File: src/rtl/fetch_pkg.sv
// Shared constants, queue entry layout and width helpers for the instruction-fetch unit.
package fetch_pkg;

  localparam logic [31:0] RESET_PC_DEF = 32'h0000_0000;
  localparam logic [31:0] PC_STEP_DEF  = 32'h0000_0004;

  typedef struct packed {
    logic [31:0] pc;
    logic [31:0] instr;
    logic        filled;
  } fetch_entry_t;

  function automatic int unsigned ptr_w(input int unsigned depth);
    return $clog2(depth);
  endfunction

  // Counters must represent the full value DEPTH, hence one extra bit.
  function automatic int unsigned cnt_w(input int unsigned depth);
    return $clog2(depth) + 1;
  endfunction

endpackage

File: src/rtl/fetch_queue.sv
// In-order DEPTH-entry fetch queue: slots are allocated at issue, filled in order by
// memory responses and popped in order by decode. Flush empties it in one cycle.
module fetch_queue
  import fetch_pkg::*;
#(
  parameter int unsigned DEPTH   = 4,
  parameter int unsigned ADDR_W  = 32,
  parameter int unsigned INSTR_W = 32
) (
  input  logic                      clk,
  input  logic                      reset,
  input  logic                      flush,
  input  logic                      alloc,
  input  logic [ADDR_W-1:0]         alloc_pc,
  input  logic                      fill,
  input  logic [INSTR_W-1:0]        fill_data,
  input  logic                      pop,
  output logic                      head_valid,
  output logic [ADDR_W-1:0]         head_pc,
  output logic [INSTR_W-1:0]        head_instr,
  output logic [cnt_w(DEPTH)-1:0]   alloc_cnt,
  output logic [cnt_w(DEPTH)-1:0]   unfilled_cnt
);

  localparam int unsigned PTR_W = ptr_w(DEPTH);
  localparam int unsigned CNT_W = cnt_w(DEPTH);

  typedef struct packed {
    logic [ADDR_W-1:0]  pc;
    logic [INSTR_W-1:0] instr;
    logic               filled;
  } entry_t;

  entry_t            slots [DEPTH];
  logic [PTR_W-1:0]  alloc_ptr;
  logic [PTR_W-1:0]  fill_ptr;
  logic [PTR_W-1:0]  rd_ptr;

  always_ff @(posedge clk) begin
    if (!reset) begin
      alloc_ptr    <= '0;
      fill_ptr     <= '0;
      rd_ptr       <= '0;
      alloc_cnt    <= '0;
      unfilled_cnt <= '0;
      for (int unsigned i = 0; i < DEPTH; i++) slots[i] <= '0;
    end else if (flush) begin
      alloc_ptr    <= '0;
      fill_ptr     <= '0;
      rd_ptr       <= '0;
      alloc_cnt    <= '0;
      unfilled_cnt <= '0;
      for (int unsigned i = 0; i < DEPTH; i++) slots[i].filled <= 1'b0;
    end else begin
      // alloc, fill and pop always address distinct slots, so the writes never collide.
      if (alloc) begin
        slots[alloc_ptr].pc     <= alloc_pc;
        slots[alloc_ptr].filled <= 1'b0;
        alloc_ptr               <= alloc_ptr + PTR_W'(1);
      end
      if (fill) begin
        slots[fill_ptr].instr  <= fill_data;
        slots[fill_ptr].filled <= 1'b1;
        fill_ptr               <= fill_ptr + PTR_W'(1);
      end
      if (pop) begin
        slots[rd_ptr].filled <= 1'b0;
        rd_ptr               <= rd_ptr + PTR_W'(1);
      end
      alloc_cnt    <= alloc_cnt + CNT_W'(alloc) - CNT_W'(pop);
      unfilled_cnt <= unfilled_cnt + CNT_W'(alloc) - CNT_W'(fill);
    end
  end

  assign head_valid = slots[rd_ptr].filled;
  assign head_pc    = slots[rd_ptr].pc;
  assign head_instr = slots[rd_ptr].instr;

endmodule

File: src/rtl/fetch_unit.sv
// Instruction-fetch unit: fetch PC, imem req/gnt/rvalid issue, stale-response dropping
// after redirects. Optional PC-relative branch targets under FETCH_REL_BRANCH_EN.
module fetch_unit
  import fetch_pkg::*;
#(
  parameter int unsigned        ADDR_W   = 32,
  parameter int unsigned        INSTR_W  = 32,
  parameter int unsigned        DEPTH    = 4,
  parameter logic [ADDR_W-1:0]  RESET_PC = ADDR_W'(RESET_PC_DEF),
  parameter logic [ADDR_W-1:0]  PC_STEP  = ADDR_W'(PC_STEP_DEF)
) (
  input  logic               clk,
  input  logic               reset,
  input  logic               taken,
  input  logic               branch_rel,
  input  logic [ADDR_W-1:0]  branch_address,
  input  logic [ADDR_W-1:0]  branch_pc,
  output logic               imem_req,
  output logic [ADDR_W-1:0]  imem_addr,
  input  logic               imem_gnt,
  input  logic               imem_rvalid,
  input  logic [INSTR_W-1:0] imem_rdata,
  output logic               instr_valid,
  input  logic               instr_ready,
  output logic [INSTR_W-1:0] instruction,
  output logic [ADDR_W-1:0]  pc
);

  localparam int unsigned CNT_W = cnt_w(DEPTH);

  logic [ADDR_W-1:0]  fetch_pc;
  logic [ADDR_W-1:0]  target;
  logic [CNT_W-1:0]   drop_cnt;
  logic [CNT_W-1:0]   alloc_cnt;
  logic [CNT_W-1:0]   unfilled_cnt;
  logic [CNT_W-1:0]   pending;
  logic [CNT_W:0]     occupancy;
  logic               head_valid;
  logic [ADDR_W-1:0]  head_pc;
  logic [INSTR_W-1:0] head_instr;
  logic               alloc;
  logic               fill;
  logic               pop;

`ifdef FETCH_REL_BRANCH_EN
  always_comb begin
    target = branch_address;
    if (branch_rel) target = branch_pc + branch_address;
  end
`else
  logic unused_rel;
  assign unused_rel = ^{branch_rel, branch_pc};
  always_comb begin
    target = branch_address;
  end
`endif

  assign occupancy   = {1'b0, alloc_cnt} + {1'b0, drop_cnt};
  assign imem_req    = reset && !taken && (occupancy < (CNT_W + 1)'(DEPTH));
  assign imem_addr   = fetch_pc;
  assign alloc       = imem_req && imem_gnt;
  // Responses owed to flushed fetches are swallowed before any slot is filled.
  assign fill        = reset && !taken && imem_rvalid && (drop_cnt == '0) && (unfilled_cnt != '0);
  assign instr_valid = reset && !taken && head_valid;
  assign pop         = instr_valid && instr_ready;
  assign instruction = instr_valid ? head_instr : '0;
  assign pc          = instr_valid ? head_pc : '0;
  assign pending     = drop_cnt + unfilled_cnt;

  always_ff @(posedge clk) begin
    if (!reset) begin
      fetch_pc <= RESET_PC;
      drop_cnt <= '0;
    end else if (taken) begin
      fetch_pc <= target;
      drop_cnt <= pending - CNT_W'(imem_rvalid && (pending != '0));
    end else begin
      if (alloc) fetch_pc <= fetch_pc + PC_STEP;
      if (imem_rvalid && (drop_cnt != '0)) drop_cnt <= drop_cnt - CNT_W'(1);
    end
  end

  fetch_queue #(
    .DEPTH   (DEPTH),
    .ADDR_W  (ADDR_W),
    .INSTR_W (INSTR_W)
  ) u_queue (
    .clk          (clk),
    .reset        (reset),
    .flush        (taken),
    .alloc        (alloc),
    .alloc_pc     (fetch_pc),
    .fill         (fill),
    .fill_data    (imem_rdata),
    .pop          (pop),
    .head_valid   (head_valid),
    .head_pc      (head_pc),
    .head_instr   (head_instr),
    .alloc_cnt    (alloc_cnt),
    .unfilled_cnt (unfilled_cnt)
  );

endmodule

File: config.mk
export PLATFORM = sky130hd
export DESIGN_NAME = fetch_unit
export DESIGN_NICKNAME = d
export VERILOG_FILES = /design/src/rtl/fetch_pkg.sv /design/src/rtl/fetch_queue.sv /design/src/rtl/fetch_unit.sv
export SDC_FILE = /design/constraint.sdc
export NUM_CORES = 1
export LEC_CHECK = 0
export BUFFER_PORTS_ARGS = -buffer_cell sky130_fd_sc_hd__clkbuf_2
export CAP_MARGIN = 20
export CORE_MARGIN = 1.5
export CORE_UTILIZATION = 60
export CTS_BUF_LIST = sky130_fd_sc_hd__clkbuf_2 sky130_fd_sc_hd__clkbuf_4 sky130_fd_sc_hd__clkbuf_8
export DETAILED_ROUTE_END_ITERATION = 6
export HOLD_SLACK_MARGIN = 0.06
export PLACE_DENSITY = 0.88
export RECOVER_POWER = 25
export SETUP_SLACK_MARGIN = 0.4
export SLEW_MARGIN = 20
export SYNTH_ARGS = -nofsm -noshare
export SYNTH_HDL_FRONTEND = slang
export SYNTH_SLANG_ARGS = --single-unit
File: constraint.sdc
create_clock -name clk -period 4.65 [get_ports clk]
set_input_delay 0.6975 -clock clk [delete_from_list [all_inputs] [get_ports clk]]
set_output_delay 0.6975 -clock clk [all_outputs]
set_load 0.02 [all_outputs]
* Yosys cells after proc, flatten, opt, wreduce, memory -nomap -nowiden
Memory sizes are Yosys's and may differ from the RTL's. A register that Yosys moved wholly into a read port is not among the register bits.
Cells that the tools add are included.
** Word-level totals
- Output and inout port bits :: 98
- Bits in registers :: 47
- Input port bits :: 103
- RAM bits :: 260
- Logic and storage cells :: 84
- Memories kept :: 1
** Memory list
- u_queue.slots :: words 4, bits a word 65, read ports 1, clocked after memory_dff 1, wr ports 4, RTL line fetch_queue.sv:34 : entry_t slots [DEPTH];
** Operators by class
- Bitwise logic cells :: 5
- Magnitude comparators :: 1
- $add $sub $neg :: 12
- Muxes and demuxes :: 37
- Reduce and logical (&&, ||, !) cells :: 21
** Operators with widths (number)
- 65-bit 2-to-1 mux :: 3
- 65-bit OR reduction :: 3
- 32-bit 2-to-1 mux :: 4
- 32-bit by 3-bit adder with 32-bit output (second input constant) :: 1
- 1-bit 2-to-1 mux :: 20
- 2-bit 2-to-1 mux :: 6
- 3-bit 2-to-1 mux :: 4
- 1-bit logical AND :: 10
- 3-bit nonzero test :: 3
- 3-bit by 1-bit subtractor with 3-bit output :: 3
- 2-bit by 1-bit adder with 2-bit output (second input constant) :: 3
- 3-bit by 1-bit adder with 3-bit output :: 2
- 3-bit by 3-bit adder with 4-bit output :: 1
- 4-bit by 3-bit < comparator with 1-bit output (second input constant) :: 1
- 1-bit OR :: 4
- 2-bit nonzero test :: 2
- 3-bit adder :: 1
- 3-bit zero test :: 1
- 3-bit by 1-bit subtractor with 3-bit output (second input constant) :: 1
- 2-bit OR reduction :: 1
- 1-bit zero test :: 1
- 1-bit inverter :: 1

* Longest topological paths before layout
- Word-level depth :: 11
- Mapped depth :: 13
- Gate-level depth less buffers :: 12

* By module
Synthesis repeated with hierarchy kept, for this count alone.
** Second synthesis, totals
- Cells, all modules :: 1082
- Area, all modules :: 14755.4 µm²
** By module, submodules not included
- fetch_queue :: instances 1, sequential area each 8047.7 µm², cells an instance 728, area an instance 12072.8 µm²
- fetch_unit :: instances 1, sequential area each 700.7 µm², cells an instance 354, area an instance 2682.6 µm²

* Worst setup path after synthesis
OpenSTA, ideal clock, no wires.
- Path kind :: in2reg
- From :: in reset
- To :: mem u_queue.slots[1][10] in the netlist's numbering (enable)
- Path buffers :: 2
- Cell stages on the path :: 6
- Path slack :: 1.627 ns
- Library setup time :: 0.394 ns
- Data required time :: 4.256 ns
- Data arrival time :: 2.629 ns
- Cells stage by stage :: clkbuf_1 nand2b_1 nor3_2 clkbuf_1 and2_1 nand2b_1
** RTL lines
- start: declaration :: RTL line fetch_unit.sv:13 : input logic reset,
- end: declaration :: RTL line fetch_queue.sv:34

==> impl_results.md <==
* Sum of overflow across all layers after global routing at 0
* Die area at 0.02521 mm²
* Startpoint of the tightest hold check path: branch_address[7]
* Area of the core at 0.02361 mm²
* Cell area after synthesis at 0.01456 mm²
* Highest-count cells in the layout ignoring fill and taps: sky130_fd_sc_hd__and3_1 (301), sky130_fd_sc_hd__edfxtp_1 (256), sky130_fd_sc_hd__clkbuf_2 (136)
* Post-detailed-route via-to-cell ratio at 6.459
* Number of max-slew violations in the final report at 0
* Min-Delay Path Depth at 3
* Synth Area per Inst at 13.26 µm²
* Transition time at the pin with the least slew margin at 1.370 ns
* Cell occurring most often along the worst timing path: sky130_fd_sc_hd__nand2_1
* Worst Hold Slack at 0.3529 ns
* Insertion delay to the later sink of the worst-skew pair at 0.59 ns
* CTS buffer count at between 40 and 50
* Required time of the critical path at 4.93 ns
* Number of nets still failing antenna checks after routing at 0
* Fin crit period at 3.880 ns
* CTS tree: done
* Clock-pin slew on the worst setup and hold paths at 0.06 ns
* Data arrival at the endpoint of the critical path at 4.15 ns
* CTS HTree Levels at 2
* Post-placement worst setup slack at 0.9979 ns
* Most common library cell in the layout ignoring fill and taps: sky130_fd_sc_hd__and3_1
* HPWL Detailed at roughly 21000 µm
* Setup slack of the critical path after layout at 0.7703 ns
* Pre-antenna DRT Iters at 5
* Setup-failing EPs final at 0
* Width of the die at roughly 160 µm
* CP cell instances: ha_1 > nor4b_1 > nand3_1 > inv_1 > nand2_1 > nand2_1 > buf_12
* Clock skew at 0.02958 ns
* Type of the tightest min-delay check: in -> reg
* Effective utilization at floorplan at 61.66%
* Post-synthesis sequential area ratio at 60.08%
* VDD IR-drop max at 0.3503 mV
* DRC viols at 0
* CP peak stage delay at 0.82 ns
* #FFs+latches synth at 309
* Number of global-route vias before repair at 10277
* Worst R2R End: u_queue.slots[0][60]
* Area Overhead vs Synth at 13.85%
* Main area contributors after synthesis: sky130_fd_sc_hd__edfxtp_1 (53%), sky130_fd_sc_hd__and3_1 (13%), sky130_fd_sc_hd__mux4_2 (10%), sky130_fd_sc_hd__dfxtp_1 (7.3%), sky130_fd_sc_hd__clkbuf_1 (2.1%)
* Count of yosys warnings during synthesis at 0
* Setup Total Neg Slack at 0 ns
* DRC violation total after the first TritonRoute iteration at 1110
* Startpoint type of the worst setup path: register
* Weighted congestion reported at the end of routability-driven placement at 0.8072
* Pin count of the biggest net entering global routing at 97
* Drt total wl at 36240 µm
* Relative max-transition margin at 8.636%
* Via count at slightly above 10000
* Total of cells resized after clock tree synthesis at 0
* Antenna violations before repair at 0
* Worst Reg2Reg Path Length in Cells at 7
* Origin of the critical flop-to-flop path: drop_cnt[2]
* Async set-or-reset flop fraction in the synthesized netlist at 0%
* Leak pwr at 7.263 nW
* Max-cap violations at 0
* Worst-path cell with the longest stage delay: sky130_fd_sc_hd__nand2_1
* Critical path capture point type: register
* Highest fanout seen on the critical path at 44
* Register area at 0.008753 mm²
* Total I/O pin count at 201
* Count of endpoints failing hold in the final timing report at 0
* Count of hold buffers inserted by post-cts repair at 0
* Cell Rows at 56
* RSZ-0062 raised after global routing: false
* Wire length of the first global-routing pass at approximately 56000 µm
* Max Clock Freq at 257.8 MHz
* Area used by multi-input combinational logic at roughly 0.0053 mm²
* R2r setup slk at between 0.7 and 0.8 ns
* Net count after synthesis at around 1200
* Number of synthesized flops with an enable pin at 256
* Pwr per Cell Area at 360.9 mW/mm²
* Most area-hungry cell type in the Yosys netlist: sky130_fd_sc_hd__edfxtp_1
* Net count, final at roughly 1400
* Vertical extent of the die at 158.8 µm
* Buffer cell driving the clock tree root: sky130_fd_sc_hd__clkbuf_8
* Number of buffers added on ports at 167
* Worst setup path category: reg -> reg
* Final worst path period share at a little over four fifths
* Number of sinks driven by the clock tree at slightly above 300
* Worst Hold End: imem_addr[7]
* Number of setup buffers added after CTS at 0
* Share of final-layout standard cells stronger than drive strength 1 at 24.36%
* Total power at 0.005983 W
* Global routing usage summed across all routing layers at between 20% and 30%
* Drt wl/cell at 22.59 µm
* Number of buffers on the longest clock path at 3
* Dominant synthesized flop cell: sky130_fd_sc_hd__edfxtp_1
* Antenna Cells at 0
* Fill cell count at 1514
* Yosys top cell area share at 52.80%
* Count of cell types in the netlist at 56
* Mapped Cells at 1098
* Outcome: finished, final reports clean
-- per-stage QoR --
stage	cell area (µm²)	instances	utilization, %
CTS	16650	1604	70.53
global route	16580	1604	70.20
detailed placement	15640	1515	66.25
finish	16580	1604	70.20
floorplan	14560	1098	-
global placement	15640	1515	66.25
-- worst max-delay path by stage --
stage                            from                    to  slack [ns]  cells after the start
after floorplan                 reset  u_queue.slots[1][10]        1.63                      6
after global placement       register  u_queue.alloc_cnt[2]        1.06                      9
after detailed placement     register  u_queue.alloc_cnt[2]         1.0                      9
after CTS                    register       instruction[25]        0.84                      4
after global routing      drop_cnt[2]  u_queue.slots[0][54]        0.44                      7
final                     drop_cnt[2]  u_queue.slots[0][60]        0.77                      7
-- cells in the mapped netlist (5+ instances only) --
library cell	instances
sky130_fd_sc_hd__and3_1	301
sky130_fd_sc_hd__edfxtp_1	256
sky130_fd_sc_hd__clkbuf_1	80
sky130_fd_sc_hd__mux4_2	65
sky130_fd_sc_hd__dfxtp_1	53
sky130_fd_sc_hd__nor2_1	49
sky130_fd_sc_hd__inv_1	30
sky130_fd_sc_hd__nand2_1	29
sky130_fd_sc_hd__a21oi_1	26
sky130_fd_sc_hd__ha_1	24
sky130_fd_sc_hd__o21ai_0	24
sky130_fd_sc_hd__a31oi_1	17
sky130_fd_sc_hd__nand3_1	15
sky130_fd_sc_hd__buf_2	13
sky130_fd_sc_hd__xnor2_1	13
sky130_fd_sc_hd__nand4_1	12
sky130_fd_sc_hd__and2_1	10
sky130_fd_sc_hd__a32oi_1	6
sky130_fd_sc_hd__nand2b_1	6
sky130_fd_sc_hd__nor3_1	5
sky130_fd_sc_hd__xor2_1	5
-- per-layer routing --
layer	track usage [%]	wire length (µm)	vias up
met3	5.303	3527	103
met2	46.53	17700	700
li1	-	-	4520
met5	0	0	-
met1	38.77	13820	5038
met4	12.21	1191	0
-- power by group --
group / internal [W] / switching, W / total (W)
logic: 0.000146 / 0.000263 / 0.000409
registers: 0.00310 / 0.0000791 / 0.00318
clock network: 0.00130 / 0.00109 / 0.00239
-- cell type report --
class                           instances  share of cell area (%)
Timing Repair Buffer                  195                   6.212
Sequential cell                       309                   52.80
Tap cell                              319                   2.408
Clock buffer                           62                   4.808
Multi-Input combinational cell        662                   31.79
Clock inverter                         27                   1.298
Inverter                               30                  0.6793
-- sequential cells by signal (all words and copies together), names as in the netlist, named ones only --
signal,cells
u_queue.slots,260
imem_addr,32
drop_cnt,3
u_queue.alloc_cnt,3
u_queue.unfilled_cnt,3
u_queue.alloc_ptr,2
u_queue.fill_ptr,2
u_queue.rd_ptr,2
-- critical path: cells and delay by family (launching register included) --
family        cells  cell delay, ns
simple gates      4            1.88
fa+ha+maj         1            0.31
buf+inv           2            1.06
flops             1            0.32
-- cells by family after synthesis --
logic type | count (synthesis) | share of synthesized area (%)
AOI/OAI and AO/OA | 96 | 4.090
adders and majority gates | 27 | 2.475
muxes | 69 | 10.34
and+or+nand+nor | 452 | 18.33
DFF | 309 | 60.08
buffers and inverters | 127 | 3.601
xor gates and xnor gates | 18 | 1.083
(Power assumes the default switching activity.)
